[config.mk]
export PLATFORM = sky130hd
export DESIGN_NAME = dataram_arbiter
export DESIGN_NICKNAME = d
export VERILOG_FILES = /design/src/rtl/cqpic_pkg.sv /design/src/rtl/dataram_wait_timer.sv /design/src/rtl/dataram_arbiter.sv
export SDC_FILE = /design/constraint.sdc
export NUM_CORES = 1
export LEC_CHECK = 0
export ABC_AREA = 1
export CORE_MARGIN = 8
export CORE_UTILIZATION = 35
export DETAILED_ROUTE_END_ITERATION = 10
export GPL_ROUTABILITY_DRIVEN = 0
export PLACE_DENSITY = 0.95
export REMOVE_ABC_BUFFERS = 1
export SLEW_MARGIN = 20
export SYNTH_ARGS = -nofsm -noshare
export SYNTH_HDL_FRONTEND = slang
export SYNTH_SLANG_ARGS = --single-unit
[constraint.sdc]
create_clock -name clk -period 2.4 [get_ports clk]
set_clock_uncertainty 0.2 [all_clocks]
set_input_delay 0.24 -clock clk [delete_from_list [all_inputs] [get_ports clk]]
set_output_delay 0.24 -clock clk [all_outputs]
set_load 0.005 [all_outputs]
[src/rtl/cqpic_pkg.sv]
// ============================================================================
// Package  : cqpic_pkg
// Brief    : Shared data-RAM geometry, GPR window defaults and arbiter FSM states.
// Revision : 1.0 - initial release
// ============================================================================
`default_nettype none

package cqpic_pkg;

  localparam int c_ram_aw = 9;
  localparam int c_ram_dw = 8;

  localparam logic [6:0] c_gpr_lo = 7'h0C;
  localparam logic [6:0] c_gpr_hi = 7'h4F;

  localparam logic [2:0] c_idle   = 3'd0;
  localparam logic [2:0] c_issue  = 3'd1;
  localparam logic [2:0] c_rdwait = 3'd2;
  localparam logic [2:0] c_done   = 3'd3;
  localparam logic [2:0] c_err    = 3'd4;

endpackage

`default_nettype wire

[src/rtl/dataram_wait_timer.sv]
// ============================================================================
// Module   : dataram_wait_timer
// Brief    : Saturating wait counter; flags when a blocked host has waited its last allowed cycle.
// Revision : 1.0 - initial release
// ============================================================================
`default_nettype none

module dataram_wait_timer #(
  parameter int LIMIT = 16,
  parameter int WIDTH = $clog2(LIMIT) + 1
) (
  input  logic clk,
  input  logic rst,
  input  logic i_clr,
  input  logic i_en,
  output logic o_expired
);

  localparam logic [WIDTH-1:0] c_last = WIDTH'(LIMIT - 1);

  logic [WIDTH-1:0] r_count;

  always_ff @(posedge clk) begin
    if (rst) begin
      r_count <= '0;
    end else if (i_clr) begin
      r_count <= '0;
    end else if (i_en && (r_count != '1)) begin
      r_count <= r_count + 1'b1;
    end
  end

  assign o_expired = (r_count >= c_last);

endmodule

`default_nettype wire

[src/rtl/dataram_arbiter.sv]
// ============================================================================
// Module   : dataram_arbiter
// Brief    : Shares the data RAM between the CPU (always wins) and a req/ack host port.
// Revision : 1.0 - initial release
// ============================================================================
`default_nettype none

module dataram_arbiter
  import cqpic_pkg::*;
#(
  parameter logic [6:0] GPR_LO      = c_gpr_lo,
  parameter logic [6:0] GPR_HI      = c_gpr_hi,
  parameter int         TIMEOUT     = 16,
  parameter bit         MIRROR_BANK = 1'b1
) (
  input  logic                clk,
  input  logic                reset,
  input  logic [c_ram_aw-1:0] cpu_addr,
  input  logic                cpu_read,
  input  logic                cpu_write,
  input  logic [c_ram_dw-1:0] cpu_wdata,
  output logic [c_ram_dw-1:0] cpu_rdata,
  input  logic                host_req,
  input  logic                host_we,
  input  logic [c_ram_aw-1:0] host_addr,
  input  logic [c_ram_dw-1:0] host_wdata,
  output logic                host_ack,
  output logic                host_err,
  output logic [c_ram_dw-1:0] host_rdata,
  output logic [c_ram_aw-1:0] ram_addr,
  output logic                ram_read,
  output logic                ram_write,
  output logic [c_ram_dw-1:0] ram_wdata,
  input  logic [c_ram_dw-1:0] ram_rdata
);

  logic [2:0]          r_state;
  logic [2:0]          w_state_nxt;
  logic                w_cpu_strobe;
  logic                w_in_window;
  logic                w_bad_write;
  logic                w_host_go;
  logic                w_expired;
  logic                r_rd_owner_host;
  logic [c_ram_dw-1:0] r_host_rdata;
  logic [c_ram_aw-1:0] w_host_addr;

  assign w_cpu_strobe = cpu_read | cpu_write;

  if (MIRROR_BANK) begin : g_mirror
    // Only BANK0 exists, so the upper banks alias onto it.
    logic w_unused_bank;
    assign w_unused_bank = ^host_addr[c_ram_aw-1:7];
    assign w_host_addr   = {2'b00, host_addr[6:0]};
  end else begin : g_no_mirror
    assign w_host_addr = host_addr;
  end

  assign w_in_window = (host_addr[6:0] >= GPR_LO) && (host_addr[6:0] <= GPR_HI);
  assign w_bad_write = host_we && !w_in_window;
  assign w_host_go   = (r_state == c_issue) && !w_cpu_strobe;

  // Grant mux: the CPU owns any cycle it strobes; the host only gets leftovers.
  always_comb begin
    ram_addr  = cpu_addr;
    ram_read  = 1'b0;
    ram_write = 1'b0;
    ram_wdata = cpu_wdata;
    if (w_cpu_strobe) begin
      ram_read  = cpu_read;
      ram_write = cpu_write;
    end else if (r_state == c_issue) begin
      ram_addr  = w_host_addr;
      ram_read  = !host_we;
      ram_write = host_we;
      ram_wdata = host_wdata;
    end
  end

  always_comb begin
    w_state_nxt = r_state;
    case (r_state)
      c_idle: begin
        if (host_req) begin
          w_state_nxt = w_bad_write ? c_err : c_issue;
        end
      end
      c_issue: begin
        if (!w_cpu_strobe) begin
          w_state_nxt = host_we ? c_done : c_rdwait;
        end else if (w_expired) begin
          w_state_nxt = c_err;
        end
      end
      c_rdwait: w_state_nxt = c_done;
      c_done:   w_state_nxt = c_idle;
      c_err:    w_state_nxt = c_idle;
      default:  w_state_nxt = c_idle;
    endcase
  end

  always_ff @(posedge clk) begin
    if (reset) begin
      r_state <= c_idle;
    end else begin
      r_state <= w_state_nxt;
    end
  end

  dataram_wait_timer #(
    .LIMIT (TIMEOUT)
  ) u_wait_timer (
    .clk       (clk),
    .rst       (reset),
    .i_clr     ((r_state == c_idle) && host_req),
    .i_en      ((r_state == c_issue) && w_cpu_strobe),
    .o_expired (w_expired)
  );

  // The RAM output is registered, so read data belongs to whoever read one cycle earlier.
  always_ff @(posedge clk) begin
    if (reset) begin
      r_rd_owner_host <= 1'b0;
      r_host_rdata    <= '0;
    end else begin
      r_rd_owner_host <= w_host_go && !host_we;
      if (r_rd_owner_host) begin
        r_host_rdata <= ram_rdata;
      end
    end
  end

  assign cpu_rdata  = ram_rdata;
  assign host_rdata = r_host_rdata;
  assign host_ack   = (r_state == c_done) || (r_state == c_err);
  assign host_err   = (r_state == c_err);

endmodule

`default_nettype wire
# After elaboration in Yosys (flattened, before gate mapping)
# Cells that the tools add are included.
[word_totals]
regBits = 17
input_bits = 48
out_inout_bits = 37
elab_cells = 44
[op_classes]
add_sub_neg = 1
magnitude_cmp = 3
n_eq_ne = 7
n_mux = 14
bitwise = 1
reduce_logical = 14
[op_table]
columns = ["op", "count"]
rows = [
  ["9-bit 2-to-1 mux", 2],
  ["8-bit 2-to-1 mux", 2],
  ["3-bit 2-to-1 mux", 4],
  ["3-bit case mux with 3 select lines", 1],
  ["7-bit by 4-bit >= comparator with 1-bit output, second input constant", 1],
  ["7-bit less-or-equal comparator, second input constant", 1],
  ["1-bit logical AND", 7],
  ["3-bit by 2-bit equality test with 1-bit output, second input constant", 2],
  ["5-bit by 1-bit adder with 5-bit output, second input constant", 1],
  ["5-bit by 4-bit >= comparator with 1-bit output, second input constant", 1],
  ["1-bit 2-to-1 mux", 5],
  ["5-bit inequality test, second input constant", 1],
  ["3-bit by 1-bit equality test with 1-bit output, second input constant", 1],
  ["3-bit equality test, second input constant", 1],
  ["1-bit logical NOT", 3],
  ["3-bit logical NOT", 1],
  ["3-bit by 2-bit inequality test with 1-bit output, second input constant", 1],
  ["2-bit inequality test, second input constant", 1],
  ["2-bit AND reduction", 1],
  ["2-bit OR reduction", 1],
  ["1-bit logical OR", 1],
  ["1-bit OR", 1],
]

# Logic depth before layout (Yosys ltp)
[depth]
word_depth = 7
depth_mapped = 10
mapped_depth_nobuf = 10

# Modules after synthesis
# A second synthesis with hierarchy kept.
[hier_totals]
hier_cells = 182
area_unflattened_um2 = 1134.8
[by_module_without_submodules]
columns = ["module", "instances", "cells_each", "area_each_um2", "seq_area_each_um2"]
rows = [
  ["dataram_arbiter", 1, 142, 849.6, 240.2],
  ["dataram_wait_timer", 1, 40, 285.3, 100.1],
]

# Worst setup path before layout
# No wires, ideal clock.
[synth_path]
path_type = "reg2reg"
startpoint = "reg u_wait_timer.r_count[0]"
endpoint = "reg u_wait_timer.r_count[0]"
setup_time_ps = 120
t_arrival_ps = 1234
t_required_ps = 2080
slack_ps = 846
stages_incl_launch_ff = 9
n_path_buf = 0
period_less_slack_ps = 1554
path_cell_list = "dfxtp_1 ha_1 inv_1 nor3_1 ha_1 inv_1 nand2_2 or2_0 a21oi_1"
[synth_via]
elab_chain_cells = 2
elab_cells_between_ends = 3
cone_classes = "add/sub (1); eq/ne (1); reduce/logical (1)"
[synth_rtl]
columns = ["element", "line_no", "text"]
rows = [
  ["from (decl)", "dataram_wait_timer.sv:21", "logic [WIDTH-1:0] r_count;"],
  ["from (signal assigned)", "dataram_wait_timer.sv:29", "r_count <= r_count + 1'b1;"],
  ["branches (longest 2 deep; another with 5-bit by 1-bit adder with 5-bit output)", "n/a", ""],
]
# Parallel ways; which one is timed is not known.
# A chain may end at the register's enable or synchronous reset.

# Final worst setup path
[layout_path]
startpoint = "in cpu_read"
endpoint = "out ram_wdata[6]"
[layout_via]
elab_chain_cells = 2
[layout_rtl]
columns = ["element", "line_no", "text"]
rows = [
  ["from (decl)", "dataram_arbiter.sv:19", "input logic cpu_read,"],
  ["1-bit OR", "dataram_arbiter.sv:48", "assign w_cpu_strobe = cpu_read | cpu_write;"],
  ["8-bit 2-to-1 mux", "dataram_arbiter.sv:69", "if (w_cpu_strobe) begin"],
  ["to (decl)", "dataram_arbiter.sv:33", "output logic [c_ram_dw-1:0] ram_wdata,"],
]
# Every way passes these cells.

==> impl_results.md <==
* Outcome: finished clean
* Die Wd at 71.4 microns
* Hold Fails Final Rpt at 0
* Final period utilization at 95.3%
* Final setup viols at 0
* Crit path arrival time at 1.85 ns
* Most frequent cells in the layout: clkdlybuf4s50_1 (82), nand2_1 (64), nor2_1 (24), inv_1 (16), dfxtp_1 (16)
* Die Area at 5100 sq um
* Post-DP HPWL at 3120 microns
* Fillers at 241
* Post-layout net count at 304
* Vias per Instance at 4.61
* Sink Count at 17
* Mapped Cells at 175
* Leakage power at 0.841 nW
* Max Cap Violations at 0
* FP Rows at 20
* Final instance area at 1910 sq um
* First-pass GRT wire length at 5950 microns
* GRT overflow at 0
* Syn_area_per_cell at 6.13 sq um
* Commonest non-fill, non-tap cell in the layout: clkdlybuf4s50_1
* Yosys cell types at 21
* PwrDens at 422 nW/um^2
* Placed cell area at 1880 sq um
* Worst skew pair latency at 0.30 ns
* Largest net degree at the start of global routing at 22
* Seq/Total Area, Yosys at 31.7%
* First DRT Iteration DRCs at 46
* Post-Place Worst Slack at 0.0772 ns
* Max Fclk at 0.437 GHz
* ANT nets after route at 0
* Unrepaired setup endpoints after global routing: no
* Worst Max-Slew Pin Slew at 0.258 ns
* Core area at 2980 sq um
* Chip Height at 71.4 microns
* # port buffers at 82
* Initial Utilization at 36.1%
* TritonCTS clock tree: done
* Crit-path max FO at 14
* Critical path launch point type: input pin
* Worst slew margin at 82.7%
* Crit path kind: in2out
* Synth warn at 0
* WL final at 3700 microns
* Total number of vias at 1315
* DRC viols at 0
* Slew Limit Fails at 0
* H-Tree Depth at 1
* Synth Register Bits at 17
* Share of cells above drive strength 1 at 6.35%
* Clock period minus worst slack at 2.29 ns
* CP endpoint kind: primary output
* Deepest clock path buffer count at 2
* GRT Total Usage at 14.8%
* Minimum hold slack at 0.308 ns
* Initial antenna violation count at 0
* Antenna diode count at 0
* WP data required at 1.96 ns
* Cell Area, Synth at 1070 sq um
* Syn-to-layout area delta at 78.2%
* Setup TNS at 0 ns
* Cts hold-fix bufs at 0
* CTS Root Cell: clkbuf_4
* Setup repair bufs after CTS at 0
* Reg clk slew, reported paths at 0.09 ns
* Routed WL per cell at 13.0 microns
* 1st-pass router iterations at 4
* Final core occ at 64.2%
* Vias in the first global route at 1216
* Post-CTS sizing at 0
* Worst IR Drop VDD at 0.304 mV
* Number of buffers created by CTS at 3
* HP Class: reg2reg
* Final worst slack at 0.113 ns
* Num ports at 85
==> report_power, final <==
| part | switching, W | internal [W] | total [W] | leakage, nW |
|---|---|---|---|---|
| clock | 0.0000893 | 0.0000622 | 0.000151 | 0.0177 |
| combinational | 0.000147 | 0.000191 | 0.000338 | 0.686 |
| sequential | 0.0000187 | 0.000299 | 0.000318 | 0.138 |
| total | 0.000255 | 0.000553 | 0.000807 | 0.841 |
==> through the flow <==
stage          power (W)  cells
6_report        0.000807    285
5_1_grt         0.000869    285
4_1_cts         0.000810    285
3_5_place_dp    0.000660    281
3_3_place_gp    0.000648    281
2_1_floorplan   0.000454    164
==> synth_stat cells <==
cell	n	share of area, %
buf_4	8	5.6
a21oi_1	7	3.3
nor2_4	2	2.1
nand2_2	2	1.2
nand4_1	1	0.58
buf_2	3	1.4
o21bai_1	1	0.70
inv_2	2	0.70
inv_1	16	5.6
ha_1	3	3.5
nor3_2	1	0.93
a211oi_1	3	2.1
nand3_1	5	2.3
nor2_1	25	8.7
nor2_2	1	0.58
or2_0	1	0.58
nor3_1	3	1.4
o21ai_1	1	0.47
nand2_1	64	22
o21ai_0	9	4.2
dfxtp_1	17	32
==> per-layer routing <==
| metal | GRT usage, % | wire length (microns) |
|---|---|---|
| met1 | 14.7 | 1400 |
| met2 | 27.4 | 2060 |
| met3 | 4.60 | 155 |
| met4 | 6.00 | 86 |
| met5 | 0 | 0 |
==> worst paths after layout <==
check	from	end	slack, ns	cells after the start
setup / recovery	cpu_read	ram_wdata[6]	0.11	8
hold / removal	u_wait_timer.r_count[1]$_SDFFE_PP0P_	u_wait_timer.r_count[1]$_SDFFE_PP0P_	0.31	2
setup reg to reg	u_wait_timer.r_count[0]$_SDFFE_PP0P_	r_state[0]$_SDFFE_PP0P_	0.57	10
hold reg to reg	u_wait_timer.r_count[1]$_SDFFE_PP0P_	u_wait_timer.r_count[1]$_SDFFE_PP0P_	0.31	2
==> worst max-delay path: stages <==
cell	delay, ns
clkdlybuf4s50_1	0.43
nor2_2	0.16
inv_2	0.06
nor2_4	0.15
buf_6	0.17
nand2_1	0.06
nand2_1	0.06
clkdlybuf4s50_1	0.52
==> sequential cells by signal, indices dropped and copies added (netlist names) <==
name,cells
r_state,3
u_wait_timer.r_count,5
host_rdata,8
r_rd_owner_host,1
==> cell type report <==
type | instances | area (sq um) | share of cell area [%]
well taps | 33 | 41.3 | 2.16
clock buffers | 3 | 22.5 | 1.18
inverters | 18 | 70.1 | 3.66
flip-flops and latches | 17 | 342 | 17.9
repair buffers | 84 | 840 | 43.9
clock inverters | 1 | 5.00 | 0.262
multi-input cells | 129 | 593 | 31.0
==> cell families after synthesis <==
family / after synthesis / share of synthesized area, %
AOI/OAI and AO/OA: 21 / 10.7
and+or+nand+nor: 105 / 40.8
adders and majority gates: 3 / 3.50
buffers and inverters: 29 / 13.3
DFF: 17 / 31.7
No activity file was read; power rests on OpenSTA's default activity.
